[src/rtl/radix2_seq_divider_if.sv]
// ----------------------------------------------------------------------------
// radix2_seq_divider_if
//   Handshake and operand/result bundle for the sequential divider.
//   master : requester side (drives start and operands, reads results)
//   slave  : divider side
//   Signals (named from the divider's point of view):
//     i_start, i_dividend, i_divisor, i_sign_mode  -> into the divider
//     o_quotient, o_remainder, o_div_by_zero,
//     o_done, o_busy                               -> out of the divider
// ----------------------------------------------------------------------------
interface radix2_seq_divider_if #(
    parameter int WIDTH = 16
);
    logic             i_start;
    logic [WIDTH-1:0] i_dividend;
    logic [WIDTH-1:0] i_divisor;
    logic [1:0]       i_sign_mode;
    logic [WIDTH-1:0] o_quotient;
    logic [WIDTH-1:0] o_remainder;
    logic             o_div_by_zero;
    logic             o_done;
    logic             o_busy;

    modport master (
        output i_start, i_dividend, i_divisor, i_sign_mode,
        input  o_quotient, o_remainder, o_div_by_zero, o_done, o_busy
    );

    modport slave (
        input  i_start, i_dividend, i_divisor, i_sign_mode,
        output o_quotient, o_remainder, o_div_by_zero, o_done, o_busy
    );
endinterface

[src/rtl/radix2_seq_divider.sv]
// ----------------------------------------------------------------------------
// radix2_seq_divider
//   Sequential restoring radix-2 divider, one quotient bit per clock, fixed
//   latency of WIDTH+2 cycles from the accepting edge to done. Truncates
//   toward zero; the remainder takes the sign of the dividend. Divide by zero
//   returns all-ones quotient, the original dividend as remainder and raises
//   o_div_by_zero.
//   Ports:
//     i_clk  rising-edge clock
//     i_rst  synchronous active-high reset, aborts any division in flight
//     bus    radix2_seq_divider_if.slave (start/operands in, results out)
//
//   state  | meaning
//   -------+----------------------------------------------------------
//   IDLE   | waiting for start; operands latched on the accepting edge
//   PREP   | signs, magnitudes and divide-by-zero flag formed
//   ITER   | WIDTH shift/subtract steps, one quotient bit each
//   FIXUP  | sign correction, results registered, done pulsed
// ----------------------------------------------------------------------------
module radix2_seq_divider #(
    parameter int WIDTH = 16
) (
    input  logic                 i_clk,
    input  logic                 i_rst,
    radix2_seq_divider_if.slave  bus
);
    localparam int CW = $clog2(WIDTH + 1);
    localparam logic [CW-1:0] CNT_INIT = CW'(WIDTH);

    typedef enum logic [1:0] {S_IDLE, S_PREP, S_ITER, S_FIXUP} state_t;

    state_t r_state, w_next;

    logic [WIDTH-1:0] r_a, r_b;
    logic [1:0]       r_mode;
    logic             r_sa, r_sb, r_dz;
    logic [WIDTH-1:0] r_mag_b;
    logic [WIDTH-1:0] r_q;
    // Partial remainder: after each restore it is below |b|, so WIDTH bits
    // suffice; the extra bit only exists in the shifted trial value.
    logic [WIDTH-1:0] r_rem;
    logic [CW-1:0]    r_cnt;

    logic [WIDTH-1:0] r_quot, r_remo;
    logic             r_dzo, r_done, r_busy;

    logic             w_sa, w_sb;
    logic [WIDTH:0]   w_shift;
    logic             w_ge;
    logic [WIDTH-1:0] w_sub;

    assign w_sa    = r_mode[1] & r_a[WIDTH-1];
    assign w_sb    = r_mode[0] & r_b[WIDTH-1];
    assign w_shift = {r_rem, r_q[WIDTH-1]};
    assign w_ge    = (w_shift >= {1'b0, r_mag_b});
    // When w_ge holds the true difference is below 2^WIDTH, so the low
    // WIDTH bits of a WIDTH-bit subtraction are exact.
    assign w_sub   = w_shift[WIDTH-1:0] - r_mag_b;

    always_ff @(posedge i_clk) begin
        if (i_rst) r_state <= S_IDLE;
        else       r_state <= w_next;
    end

    always_comb begin
        w_next = r_state;
        case (r_state)
            S_IDLE:  if (bus.i_start) w_next = S_PREP;
            S_PREP:  w_next = S_ITER;
            S_ITER:  if (r_cnt == CW'(1)) w_next = S_FIXUP;
            S_FIXUP: w_next = S_IDLE;
            default: w_next = S_IDLE;
        endcase
    end

    always_ff @(posedge i_clk) begin
        if (i_rst) begin
            r_a     <= '0;
            r_b     <= '0;
            r_mode  <= '0;
            r_sa    <= 1'b0;
            r_sb    <= 1'b0;
            r_dz    <= 1'b0;
            r_mag_b <= '0;
            r_q     <= '0;
            r_rem   <= '0;
            r_cnt   <= '0;
            r_quot  <= '0;
            r_remo  <= '0;
            r_dzo   <= 1'b0;
            r_done  <= 1'b0;
            r_busy  <= 1'b0;
        end else begin
            r_done <= 1'b0;
            case (r_state)
                S_IDLE: begin
                    if (bus.i_start) begin
                        r_a    <= bus.i_dividend;
                        r_b    <= bus.i_divisor;
                        r_mode <= bus.i_sign_mode;
                        r_busy <= 1'b1;
                    end
                end
                S_PREP: begin
                    r_sa    <= w_sa;
                    r_sb    <= w_sb;
                    r_dz    <= (r_b == '0);
                    // Negating -2^(W-1) yields 2^(W-1) as an unsigned magnitude.
                    r_q     <= w_sa ? -r_a : r_a;
                    r_mag_b <= w_sb ? -r_b : r_b;
                    r_rem   <= '0;
                    r_cnt   <= CNT_INIT;
                end
                S_ITER: begin
                    r_rem <= w_ge ? w_sub : w_shift[WIDTH-1:0];
                    r_q   <= {r_q[WIDTH-2:0], w_ge};
                    r_cnt <= r_cnt - 1'b1;
                end
                S_FIXUP: begin
                    if (r_dz) begin
                        r_quot <= '1;
                        r_remo <= r_a;
                        r_dzo  <= 1'b1;
                    end else begin
                        r_quot <= (r_sa ^ r_sb) ? -r_q : r_q;
                        r_remo <= r_sa ? -r_rem : r_rem;
                        r_dzo  <= 1'b0;
                    end
                    r_done <= 1'b1;
                    r_busy <= 1'b0;
                end
                default: ;
            endcase
        end
    end

    assign bus.o_quotient    = r_quot;
    assign bus.o_remainder   = r_remo;
    assign bus.o_div_by_zero = r_dzo;
    assign bus.o_done        = r_done;
    assign bus.o_busy        = r_busy;
endmodule

[src/flat_wrapper.sv]
// flat-port wrapper written by rule: the top's interface ports become plain ports
module radix2_seq_divider_flat 
#(
    parameter int WIDTH = 16
)
  (i_clk, i_rst, bus_i_start, bus_i_dividend, bus_i_divisor, bus_i_sign_mode, bus_o_quotient, bus_o_remainder, bus_o_div_by_zero, bus_o_done, bus_o_busy);
  radix2_seq_divider_if #(.WIDTH(WIDTH)) bus_i ();
  input  logic i_clk;
  input  logic i_rst;
  input wire logic [$bits(bus_i.i_start)-1:0] bus_i_start;
  input wire logic [$bits(bus_i.i_dividend)-1:0] bus_i_dividend;
  input wire logic [$bits(bus_i.i_divisor)-1:0] bus_i_divisor;
  input wire logic [$bits(bus_i.i_sign_mode)-1:0] bus_i_sign_mode;
  output wire logic [$bits(bus_i.o_quotient)-1:0] bus_o_quotient;
  output wire logic [$bits(bus_i.o_remainder)-1:0] bus_o_remainder;
  output wire logic [$bits(bus_i.o_div_by_zero)-1:0] bus_o_div_by_zero;
  output wire logic [$bits(bus_i.o_done)-1:0] bus_o_done;
  output wire logic [$bits(bus_i.o_busy)-1:0] bus_o_busy;
  assign bus_i.i_start = bus_i_start;
  assign bus_i.i_dividend = bus_i_dividend;
  assign bus_i.i_divisor = bus_i_divisor;
  assign bus_i.i_sign_mode = bus_i_sign_mode;
  assign bus_o_quotient = bus_i.o_quotient;
  assign bus_o_remainder = bus_i.o_remainder;
  assign bus_o_div_by_zero = bus_i.o_div_by_zero;
  assign bus_o_done = bus_i.o_done;
  assign bus_o_busy = bus_i.o_busy;
  radix2_seq_divider #(.WIDTH(WIDTH)) u_core (.i_clk(i_clk), .i_rst(i_rst), .bus(bus_i));
endmodule
[config.mk]
export PLATFORM = sky130hd
export DESIGN_NAME = radix2_seq_divider_flat
export DESIGN_NICKNAME = d
export VERILOG_FILES = /design/src/rtl/radix2_seq_divider_if.sv /design/src/rtl/radix2_seq_divider.sv /design/src/flat_wrapper.sv
export SDC_FILE = /design/constraint.sdc
export NUM_CORES = 1
export LEC_CHECK = 0
export CAP_MARGIN = 0
export CORE_ASPECT_RATIO = 1.1
export CORE_MARGIN = 2
export CORE_UTILIZATION = 55
export DETAILED_ROUTE_END_ITERATION = 8
export GPL_ROUTABILITY_DRIVEN = 1
export GPL_TIMING_DRIVEN = 0
export PLACE_DENSITY = 0.78
export REMOVE_ABC_BUFFERS = 1
export SETUP_SLACK_MARGIN = 0.5
export SKIP_CTS_REPAIR_TIMING = 1
export SLEW_MARGIN = 20
export SYNTH_ARGS = -nofsm -noshare
export SYNTH_HDL_FRONTEND = slang
export SYNTH_SLANG_ARGS = --single-unit
export TNS_END_PERCENT = 5
[constraint.sdc]
create_clock -name i_clk -period 2.7 [get_ports i_clk]
set_input_delay 0.54 -clock i_clk [delete_from_list [all_inputs] [get_ports i_clk]]
set_output_delay 0.54 -clock i_clk [all_outputs]
set_load 0.02 [all_outputs]
==> results of run 1 <==
==> worst paths after layout <==
kind / end / slack [ns] / depth (start not counted)
setup / recovery: u_core.r_rem[7] / 0.39 / 8
hold / removal: u_core.bus.o_remainder[13] / 0.47 / 2
setup reg to reg: u_core.r_rem[7] / 0.39 / 8
hold reg to reg: u_core.bus.o_remainder[13] / 0.47 / 2
==> worst register-to-register path, stage by stage (launching register included) <==
cell and delay (ns):
sky130_fd_sc_hd__dfxtp_4 0.38, sky130_fd_sc_hd__ha_2 0.42, sky130_fd_sc_hd__nand4_1 0.22, sky130_fd_sc_hd__nor4_2 0.37
sky130_fd_sc_hd__o21ai_1 0.17, sky130_fd_sc_hd__nand2_2 0.16, sky130_fd_sc_hd__buf_4 0.14, sky130_fd_sc_hd__o211ai_1 0.08
sky130_fd_sc_hd__a32o_1 0.26
==> synthesized netlist by cell type (all sizes together) (2+ instances only) <==
master and number:
nand2 150, dfxtp 127, nor2 99, a21oi 81
clkbuf 49, inv 44, o21ai 39, xnor2 34
mux2i 29, xor2 27, ha 26, nor3 20
o211ai 20, a211oi 19, a311oi 18, buf 14
o31ai 10, nand2b 9, o22ai 9, or3 9
a31oi 8, nand3 8, nor4 8, and2 6
and3 6, or4 6, a41oi 5, nor2b 5
a21o 4, nand4 4, o41ai 4, or2 4
a31o 3, o21bai 3, a211o 2, mux2 2
nand3b 2, o2111ai 2, o21a 2, o221ai 2
o311ai 2
==> layout make-up <==
class	count	area share
multi-input combinational	702	0.509
tap	161	0.0227
clock inverter	11	0.0129
clock buffer	21	0.0518
inverter	45	0.0190
timing repair buffer	84	0.0956
sequential	127	0.289
==> flip-flops by register name (all words and copies together), names as in the netlist, 2 cells and up <==
| register | cells |
|---|---|
| u_core.bus.o_quotient | 16 |
| u_core.bus.o_remainder | 16 |
| u_core.r_rem | 16 |
| u_core.r_mode | 2 |
| u_core.r_state | 2 |
| u_core.r_cnt | 5 |
| u_core.r_q | 16 |
| u_core.r_b | 16 |
| u_core.r_a | 16 |
| u_core.r_mag_b | 16 |
==> where the power goes <==
group	total (mW)	leakage, nW	switching (mW)	internal (mW)
clock network	2.24	0.286	0.845	1.40
registers	2.59	1.04	0.359	2.23
logic	4.74	1.94	2.76	1.98
total	9.57	3.27	3.96	5.60
==> cell families (layout without fill, tap and decap cells) <==
group / after synthesis / count (layout) / synth area share
and+or+nand+nor: 339 / 341 / 0.206
xor gates and xnor gates: 61 / 61 / 0.0733
muxes: 31 / 31 / 0.0429
buffers and inverters: 109 / 161 / 0.0682
DFF: 127 / 127 / 0.349
AOI/OAI and AO/OA: 240 / 242 / 0.213
adders and majority gates: 27 / 27 / 0.0474
==> per-layer routing <==
metal | GRT usage | share of wire | up-vias
met5 | 0 | 0 | -
met2 | 0.443 | 0.50 | 224
met3 | 0.0526 | 0.050 | 69
met4 | 0.125 | 0.042 | 0
met1 | 0.287 | 0.41 | 3085
li1 | - | - | 3368
==> insert_results.sql, run 1 <==
INSERT INTO impl_metrics (metric_group, metric, value, unit) VALUES
('place', 'port_buffers', '71', ''),
('timing', 'timing.slew.headroom', '0.510', ''),
('flow_run', 'cap_violations', '0', ''),
('synth', 'synth_edf_count', '0', ''),
('timing', 'slew_viol_final', '0', ''),
('global_routing', 'via_count_of_the_first_global_routing_pass', '6209', ''),
('cells_and_area', 'final_common_cell', 'sky130_fd_sc_hd__nand2_1', ''),
('worst_setup_path', 'timing.critical_path.required', '3.02', 'ns'),
('worst_setup_path', 'rr_startpoint', 'u_core.r_rem[5]', ''),
('timing', 'worst_pin_slew', '0.736', 'ns'),
('cells_and_area', 'fill_cells', '1074', ''),
('cts', 'ctsLongestPathBuffers', '2', ''),
('worst_setup_path', 'critPathTopFamily', 'simple AND/OR/NAND/NOR gates', ''),
('cells_and_area', 'finish.cell_count_without_fillers', '1151', ''),
('worst_setup_path', 'cp_slowest_stage_delay', '0.42', 'ns'),
('synth', 'synth_top_cells_by_area', 'sky130_fd_sc_hd__dfxtp_1 (35%), sky130_fd_sc_hd__nand2_1 (7.7%), sky130_fd_sc_hd__a21oi_1 (5.6%)', ''),
('hold_path', 'hold_start', 'u_core.bus.o_remainder[13]', ''),
('cells_and_area', 'areaGrowthSynthToFinish', '22.0', '%'),
('global_routing', 'overflow', '0', ''),
('route', 'detail_route.vias_per_cell', '5.86', ''),
('synth', 'synth_warnings', '0', ''),
('cts', 'cts.sink_count', '127', ''),
('global_routing', 'grt_pass1_wl', '28900', 'µm'),
('cts', 'cts_inserted_buffers', '17', ''),
('floorplan', 'rows', '44', ''),
('route', 'num_vias', '6746', ''),
('worst_setup_path', 'critPathLaunchType', 'register', ''),
('route', 'antenna_violating_nets_post_route', '0', ''),
('floorplan', 'core_area', '13000', 'µm²'),
('route', 'drt-total-wl', '18300', 'µm'),
('timing', 'finalHoldWorstSlack', '0.470', 'ns'),
('floorplan', 'floorplan.die.height', '125', 'µm'),
('synth', 'syn-instance-count', '934', ''),
('timing', 'max_freq', '433', 'MHz'),
('cells_and_area', 'regArea', '2570', 'µm²'),
('timing', 'hold_viol', '0', ''),
('place', 'gpl.final_weighted_congestion', '0.895', ''),
('timing', 'finalWorstPathRequiredPeriod', '2.31', 'ns'),
('worst_setup_path', 'crit_chain', 'ha_2 > nand4_1 > nor4_2 > o21ai_1 > nand2_2 > buf_4 > o211ai_1 > a32o_1', ''),
('worst_setup_path', 'critPathMaxFanout', '8', ''),
('power_and_ir_drop', 'cellLeakagePower', '3.27', 'nW'),
('cts', 'worstSkewPairLatency', '0.43', 'ns'),
('floorplan', 'top_level_ports', '72', ''),
('place', 'dpl.cell_count', '1105', ''),
('hold_path', 'hp-class', 'register to register', ''),
('worst_setup_path', 'slowest_stage', 'sky130_fd_sc_hd__ha_2', ''),
('timing', 'layout_worst_path_cycle_share', '0.856', ''),
('synth', 'synth-seq-cells', '127', ''),
('cells_and_area', 'post_route_cells_drive_above_1_share', '0.120', ''),
('timing', 'totalNegativeSetupSlack', '0', 'ns'),
('cells_and_area', 'postLayoutCellArea', '8890', 'µm²'),
('power_and_ir_drop', 'power-per-cell-area', '1080', 'nW/µm²'),
('worst_setup_path', 'cp_num_buf_inv', '1', ''),
('power_and_ir_drop', 'worst_ir_drop_vdd', '0.590', 'mV'),
('floorplan', 'die_area', '14200', 'µm²'),
('cts', 'tritoncts', 'yes', ''),
('synth', 'mappedNetlistArea', '7280', 'µm²'),
('worst_setup_path', 'setup_crit_start', 'u_core.r_rem[5]', ''),
('synth', 'synth.avg_cell_area', '7.80', 'µm²'),
('status', 'status', 'completed', ''),
('worst_setup_path', 'timing.setup.critical_path_class', 'register to register', ''),
('cts', 'clk_pin_slew_worst_paths', '0.06', 'ns'),
('synth', 'yosysUniqueCellTypes', '65', ''),
('global_routing', 'number_of_antenna_violations_at_the_first_check_in_global_routing', '0', ''),
('route', 'detail_route.first_pass.iterations', '5', ''),
('worst_setup_path', 'critPathArrivalTime', '2.63', 'ns'),
('route', 'detail_route.wl_per_cell', '15.9', 'µm'),
('worst_setup_path', 'setup.worst_path.end_class', 'register', ''),
('route', 'drc', '0', ''),
('global_routing', 'grt_max_degree', '60', ''),
('cts', 'clock-root-buffer', 'sky130_fd_sc_hd__clkbuf_16', '');
Power figures use the tool's default switching activity.
==> run 2, diff against run 1 <==
- CAP_MARGIN: 0 -> unset
- PLACE_DENSITY: 0.78 -> 0.85
==> run 2 against run 1 <==
Critical endpoint is now u_core.r_rem[1]. Critical path depth down 1. Total power up 1.3%. Sequential cell count unchanged. Count of clock-buffer cells in the layout up 4. First-iteration DRC count down 18%. Design area up 1.4%. Core utilization up 0.93 points. Sequential share of layout area down 0.39 points. Die area unchanged. Routed wire length up 1.4%. Clock power up 9.4%.
==> insert_results.sql, run 2 (synthesis gave the netlist of run 1 again) <==
INSERT INTO impl_metrics (metric_group, metric, value, unit) VALUES
('worst_setup_path', 'timing.setup.critical_path_class', 'register to register', ''),
('floorplan', 'die_width', '114', 'µm'),
('place', 'gpl.final_weighted_congestion', '0.872', ''),
('cts', 'cts_inserted_buffers', '17', ''),
('cts', 'clk_pin_slew_worst_paths', '0.06', 'ns'),
('route', 'num_vias', '6858', ''),
('power_and_ir_drop', 'finalPower', '9.69', 'mW'),
('cts', 'cts.sink_count', '127', ''),
('timing', 'layout_worst_path_cycle_share', '0.864', ''),
('cells_and_area', 'commonest_cells_after_routing_fill_and_taps_aside', 'sky130_fd_sc_hd__nand2_1 (148), sky130_fd_sc_hd__dfxtp_1 (114), sky130_fd_sc_hd__nor2_1 (97)', ''),
('power_and_ir_drop', 'worst_ir_drop_vdd', '0.521', 'mV'),
('floorplan', 'start_util', '0.558', ''),
('route', 'detail_route.vias_per_cell', '5.95', ''),
('timing', 'timing.final.setup_violations', '0', ''),
('power_and_ir_drop', 'switching_share', '0.402', ''),
('cells_and_area', 'areaGrowthSynthToFinish', '23.7', '%'),
('cts', 'clock-root-buffer', 'sky130_fd_sc_hd__clkbuf_16', ''),
('timing', 'fin_skew', '0.00528', 'ns'),
('hold_path', 'hp-class', 'register to register', ''),
('place', 'place.detailed.hpwl', '11800', 'µm'),
('cells_and_area', 'nets_finish', '1044', ''),
('global_routing', 'number_of_antenna_violations_at_the_first_check_in_global_routing', '0', ''),
('cells_and_area', 'regArea', '2570', 'µm²'),
('route', 'drt-total-wl', '18600', 'µm'),
('route', 'detailedRoute.firstIterationViolations', '495', ''),
('floorplan', 'floorplan.die.height', '125', 'µm'),
('timing', 'grt_setup_unrepaired', 'yes', ''),
('power_and_ir_drop', 'clock_power_share', '0.253', ''),
('cts', 'htree_num_levels', '4', ''),
('cts', 'worstSkewPairLatency', '0.42', 'ns'),
('floorplan', 'die_area', '14200', 'µm²'),
('floorplan', 'core_area', '13000', 'µm²'),
('cts', 'tritoncts', 'yes', ''),
('cells_and_area', 'multi_input_comb_area', '4570', 'µm²'),
('power_and_ir_drop', 'power-per-cell-area', '1080', 'nW/µm²'),
('power_and_ir_drop', 'switching_power_total', '3.90', 'mW'),
('power_and_ir_drop', 'intPower', '5.79', 'mW'),
('timing', 'worst_pin_slew', '0.751', 'ns'),
('status', 'status', 'completed', ''),
('timing', 'max_freq', '429', 'MHz'),
('floorplan', 'rows', '44', ''),
('cells_and_area', 'final_common_cell', 'sky130_fd_sc_hd__nand2_1', ''),
('worst_setup_path', 'timing.critical_path.required', '3.01', 'ns'),
('power_and_ir_drop', 'seq_power_share', '0.267', ''),
('power_and_ir_drop', 'cellLeakagePower', '3.31', 'nW'),
('global_routing', 'grt_max_degree', '78', ''),
('worst_setup_path', 'critPathMaxFanout', '9', ''),
('route', 'detail_route.wl_per_cell', '16.1', 'µm'),
('place', 'port_buffers', '71', ''),
('cells_and_area', 'post_route_cells_drive_above_1_share', '0.119', ''),
('global_routing', 'grt_pass1_wl', '28100', 'µm'),
('timing', 'hold_viol', '0', ''),
('route', 'detail_route.first_pass.iterations', '5', ''),
('floorplan', 'top_level_ports', '72', ''),
('worst_setup_path', 'critPathArrivalTime', '2.64', 'ns'),
('cells_and_area', 'postLayoutCellArea', '9010', 'µm²'),
('cts', 'ctsLongestPathBuffers', '2', ''),
('timing', 'totalNegativeSetupSlack', '0', 'ns'),
('cells_and_area', 'finalCoreUtilization', '0.691', ''),
('timing', 'slew_viol_final', '0', ''),
('cells_and_area', 'fill_cells', '999', ''),
('place', 'dpl-instance-area', '7940', 'µm²'),
('cells_and_area', 'diodes', '0', ''),
('worst_setup_path', 'setup.worst_path.end_class', 'register', ''),
('route', 'drc', '0', ''),
('worst_setup_path', 'critPathLaunchType', 'register', ''),
('power_and_ir_drop', 'combinationalPowerShare', '0.480', ''),
('flow_run', 'cap_violations', '0', ''),
('timing', 'timing.slew.headroom', '0.499', ''),
('route', 'antenna_violating_nets_post_route', '0', ''),
('global_routing', 'via_count_of_the_first_global_routing_pass', '6071', ''),
('timing', 'finalWorstPathRequiredPeriod', '2.33', 'ns'),
('global_routing', 'overflow', '0', ''),
('global_routing', 'grt.total_usage', '0.243', '');
## run 2: cell count changes in the layout (fill, tap and decap cells not counted), moves of 3 or more
cell	previous run	this run
sky130_fd_sc_hd__buf_4	10	13
sky130_fd_sc_hd__clkinv_2	6	0
sky130_fd_sc_hd__ha_2	10	5
sky130_fd_sc_hd__ha_4	3	9
## run 2: area by class of cell
type | count | area share
multi-input combinational | 701 | 0.507
sequential | 127 | 0.285
timing repair buffer | 88 | 0.0980
clock buffer | 25 | 0.0550
tap | 161 | 0.0224
inverter | 45 | 0.0187
clock inverter | 5 | 0.0142
## run 2: critical path, stage by stage (launching register included)
cell and delay [ns]:
sky130_fd_sc_hd__dfxtp_2 0.40, sky130_fd_sc_hd__ha_2 0.35, sky130_fd_sc_hd__nor3_2 0.26, sky130_fd_sc_hd__o31ai_1 0.12, sky130_fd_sc_hd__and4_1 0.26, sky130_fd_sc_hd__o21a_4 0.17
sky130_fd_sc_hd__or2_4 0.30, sky130_fd_sc_hd__a311o_1 0.37
## run 2: path summary, 6_finish.rpt
check                        startpoint                         end  slack (ns)  cells after the start
min reg2reg  u_core.bus.o_remainder[13]  u_core.bus.o_remainder[13]        0.47                      2
min          u_core.bus.o_remainder[13]  u_core.bus.o_remainder[13]        0.47                      2
max                     u_core.r_rem[8]             u_core.r_rem[1]        0.37                      7
max reg2reg             u_core.r_rem[8]             u_core.r_rem[1]        0.37                      7
## run 2: per-stage QoR
step | setup WS (ns) | hold slack, ns | instances
2_1_floorplan | -0.103 | 0.433 | 870
4_1_cts | -0.419 | 0.476 | 1135
3_3_place_gp | -3.58 | 0.457 | 1102
6_report | 0.366 | 0.473 | 1152
5_1_grt | 0.320 | 0.496 | 1152
3_5_place_dp | -0.375 | 0.464 | 1105
## run 2: layer usage
metal | part of all wire | vias up | wire [µm] | track usage
li1 | - | 3366 | - | -
met1 | 0.41 | 3204 | 7580 | 0.286
met2 | 0.51 | 233 | 9560 | 0.432
met3 | 0.044 | 55 | 813 | 0.0560
met4 | 0.034 | 0 | 631 | 0.0825
met5 | 0 | - | 0 | 0
## run 2: power groups by stage
stage	sequential, mW	combinational (mW)	clock, mW
2_1_floorplan	2.61	2.70	0
3_3_place_gp	2.59	3.65	0
3_5_place_dp	2.61	3.70	0
4_1_cts	2.57	3.74	2.47
5_1_grt	2.63	5.03	2.54
6_report	2.59	4.65	2.45
==> run 3, diff against run 2 <==
- ABC_CLOCK_PERIOD_IN_PS: unset -> 2700
- CTS_BUF_LIST: unset -> sky130_fd_sc_hd__clkbuf_16
==> run 3 against run 2 <==
Die area stayed put. Sequential share of layout area rose by 0.16 points. Sequential cell count unchanged. Critical endpoint unchanged. Critical path depth stayed put. Via count fell by 0.52%. Count of clock-buffer cells in the layout fell by 8. Largest cell class unchanged. Combinational power about the same. Global-route usage shrank 0.071 points. Clock skew rose by 0.0011 ns.
==> insert_results.sql, run 3 (synthesis gave the netlist of run 1 again) <==
INSERT INTO impl_metrics (metric_group, metric, value, unit) VALUES
('route', 'antenna_violating_nets_post_route', '0', ''),
('flow_run', 'cap_violations', '0', ''),
('power_and_ir_drop', 'clock_power_share', '0.243', ''),
('cts', 'ctsLongestPathBuffers', '2', ''),
('cells_and_area', 'fill_cells', '1006', ''),
('cts', 'worstSkewPairLatency', '0.42', 'ns'),
('worst_setup_path', 'cp_slowest_stage_delay', '0.40', 'ns'),
('global_routing', 'grt_pass1_wl', '28000', 'µm'),
('route', 'wl_met1', '7550', 'µm'),
('timing', 'timing.final.ws_setup', '0.408', 'ns'),
('cts', 'clk_pin_slew_worst_paths', '0.06', 'ns'),
('timing', 'slew_viol_final', '0', ''),
('power_and_ir_drop', 'seq_power_share', '0.272', ''),
('floorplan', 'start_util', '0.558', ''),
('status', 'status', 'completed', ''),
('cells_and_area', 'final_common_cell', 'sky130_fd_sc_hd__nand2_1', ''),
('place', 'dp_worst_setup_slack', '-0.375', 'ns'),
('cts', 'cts_inserted_buffers', '17', ''),
('timing', 'finalHoldWorstSlack', '0.471', 'ns'),
('global_routing', 'number_of_antenna_violations_at_the_first_check_in_global_routing', '0', ''),
('power_and_ir_drop', 'power-per-cell-area', '1060', 'nW/µm²'),
('power_and_ir_drop', 'combinationalPowerShare', '0.486', ''),
('floorplan', 'core_area', '13000', 'µm²'),
('power_and_ir_drop', 'switching_power_total', '3.89', 'mW'),
('worst_setup_path', 'slowest_stage', 'sky130_fd_sc_hd__dfxtp_2', ''),
('route', 'top_signal_layer_used', 'met4', ''),
('place', 'place.detailed.hpwl', '11800', 'µm'),
('floorplan', 'die_width', '114', 'µm'),
('cells_and_area', 'finalCoreUtilization', '0.687', ''),
('global_routing', 'via_count_of_the_first_global_routing_pass', '6089', ''),
('worst_setup_path', 'critPathLaunchType', 'register', ''),
('timing', 'worst_pin_slew', '0.749', 'ns'),
('worst_setup_path', 'crit_chain', 'ha_2 > nor3_2 > o31ai_1 > and4_1 > o21a_4 > or2_4 > a311o_1', ''),
('cells_and_area', 'areaGrowthSynthToFinish', '23.1', '%'),
('global_routing', 'grt.total_usage', '0.242', ''),
('timing', 'layout_worst_path_cycle_share', '0.849', ''),
('power_and_ir_drop', 'intPower', '5.65', 'mW'),
('floorplan', 'rows', '44', ''),
('timing', 'timing.final.setup_violations', '0', ''),
('route', 'met2WireLength', '9530', 'µm'),
('timing', 'max_freq', '436', 'MHz'),
('route', 'detail_route.first_pass.iterations', '5', ''),
('hold_path', 'hp-class', 'register to register', ''),
('place', 'port_buffers', '71', ''),
('timing', 'totalNegativeSetupSlack', '0', 'ns'),
('timing', 'grt_setup_unrepaired', 'yes', ''),
('route', 'detail_route.vias_per_cell', '5.93', ''),
('route', 'num_vias', '6822', ''),
('global_routing', 'overflow', '0', ''),
('cts', 'tritoncts', 'yes', ''),
('worst_setup_path', 'critPathMaxFanout', '9', ''),
('floorplan', 'die_area', '14200', 'µm²'),
('route', 'wl_met3', '831', 'µm'),
('place', 'gpl.final_weighted_congestion', '0.872', ''),
('floorplan', 'top_level_ports', '72', ''),
('timing', 'finalWorstPathRequiredPeriod', '2.29', 'ns'),
('route', 'drc', '0', ''),
('timing', 'hold_viol', '0', ''),
('cts', 'htree_num_levels', '4', ''),
('timing', 'timing.slew.headroom', '0.501', ''),
('cells_and_area', 'diodes', '0', ''),
('route', 'detailedRoute.firstIterationViolations', '462', ''),
('route', 'detail_route.wl_per_cell', '16.1', 'µm'),
('cells_and_area', 'commonest_cells_after_routing_fill_and_taps_aside', 'sky130_fd_sc_hd__nand2_1 (148), sky130_fd_sc_hd__dfxtp_1 (113), sky130_fd_sc_hd__nor2_1 (97)', ''),
('cells_and_area', 'post_route_cells_drive_above_1_share', '0.115', ''),
('worst_setup_path', 'timing.setup.critical_path_class', 'register to register', ''),
('worst_setup_path', 'setup.worst_path.end_class', 'register', ''),
('floorplan', 'floorplan.die.height', '125', 'µm'),
('worst_setup_path', 'timing.critical_path.required', '3.00', 'ns'),
('worst_setup_path', 'critPathArrivalTime', '2.60', 'ns'),
('power_and_ir_drop', 'switching_share', '0.408', ''),
('power_and_ir_drop', 'worst_ir_drop_vdd', '0.521', 'mV'),
('power_and_ir_drop', 'cellLeakagePower', '3.30', 'nW'),
('cts', 'cts.sink_count', '127', ''),
('cells_and_area', 'nets_finish', '1043', ''),
('route', 'drt-total-wl', '18500', 'µm'),
('global_routing', 'grt_max_degree', '78', ''),
('timing', 'fin_skew', '0.00635', 'ns'),
('cts', 'clock-root-buffer', 'sky130_fd_sc_hd__clkbuf_16', '');
run 3: changes by cell type in the layout (fill, tap and decap cells not counted):
cell / change
sky130_fd_sc_hd__clkinv_1: +4
sky130_fd_sc_hd__inv_1: +4
sky130_fd_sc_hd__clkbuf_8: -4
sky130_fd_sc_hd__dfxtp_1: -1
sky130_fd_sc_hd__clkbuf_1: -4
sky130_fd_sc_hd__buf_4: -1
sky130_fd_sc_hd__dfxtp_2: +1
run 3: metrics by stage:
step	cells	cell area, µm²	total power [mW]
6_report	1151	8960	9.53
3_5_place_dp	1105	7940	6.31
3_3_place_gp	1102	7870	6.24
5_1_grt	1151	8960	10.0
4_1_cts	1135	8520	8.65
2_1_floorplan	870	6960	5.30
run 3: path summary, 6_finish.rpt:
check / startpoint / cells after the start / slack [ns] / endpoint
setup / recovery: u_core.r_rem[8] / 7 / 0.41 / u_core.r_rem[1]
hold / removal: u_core.bus.o_remainder[13] / 2 / 0.47 / u_core.bus.o_remainder[13]
setup reg to reg: u_core.r_rem[8] / 7 / 0.41 / u_core.r_rem[1]
hold reg to reg: u_core.bus.o_remainder[13] / 2 / 0.47 / u_core.bus.o_remainder[13]
run 3: power by group through the flow:
| stage | logic, mW | clock network (mW) | registers [mW] |
|---|---|---|---|
| after floorplan | 2.70 | 0 | 2.61 |
| after global placement | 3.65 | 0 | 2.59 |
| after detailed placement | 3.70 | 0 | 2.61 |
| after CTS | 3.74 | 2.33 | 2.57 |
| after global routing | 5.00 | 2.41 | 2.63 |
| final | 4.63 | 2.31 | 2.59 |
run 3: final cells by class:
cell class	instances	area (µm²)	share of cell area
flip-flops and latches	127	2570	0.287
well taps	161	201	0.0225
multi-input cells	701	4570	0.509
inverters	45	169	0.0188
repair buffers	87	876	0.0977
clock inverters	13	158	0.0176
clock buffers	17	425	0.0475
run 3: worst max-delay path: cells and delay by family (launching register included):
| kind | cells | cell delay (ns) |
|---|---|---|
| AOI/OAI and AO/OA | 3 | 0.64 |
| DFF | 1 | 0.40 |
| and+or+nand+nor | 3 | 0.78 |
| adders and majority gates | 1 | 0.35 |
run 3: layer usage:
metal / GRT usage / vias to the layer above
met5: 0 / -
met4: 0.0811 / 0
met3: 0.0564 / 59
li1: - / 3362
met1: 0.283 / 3174
met2: 0.432 / 227
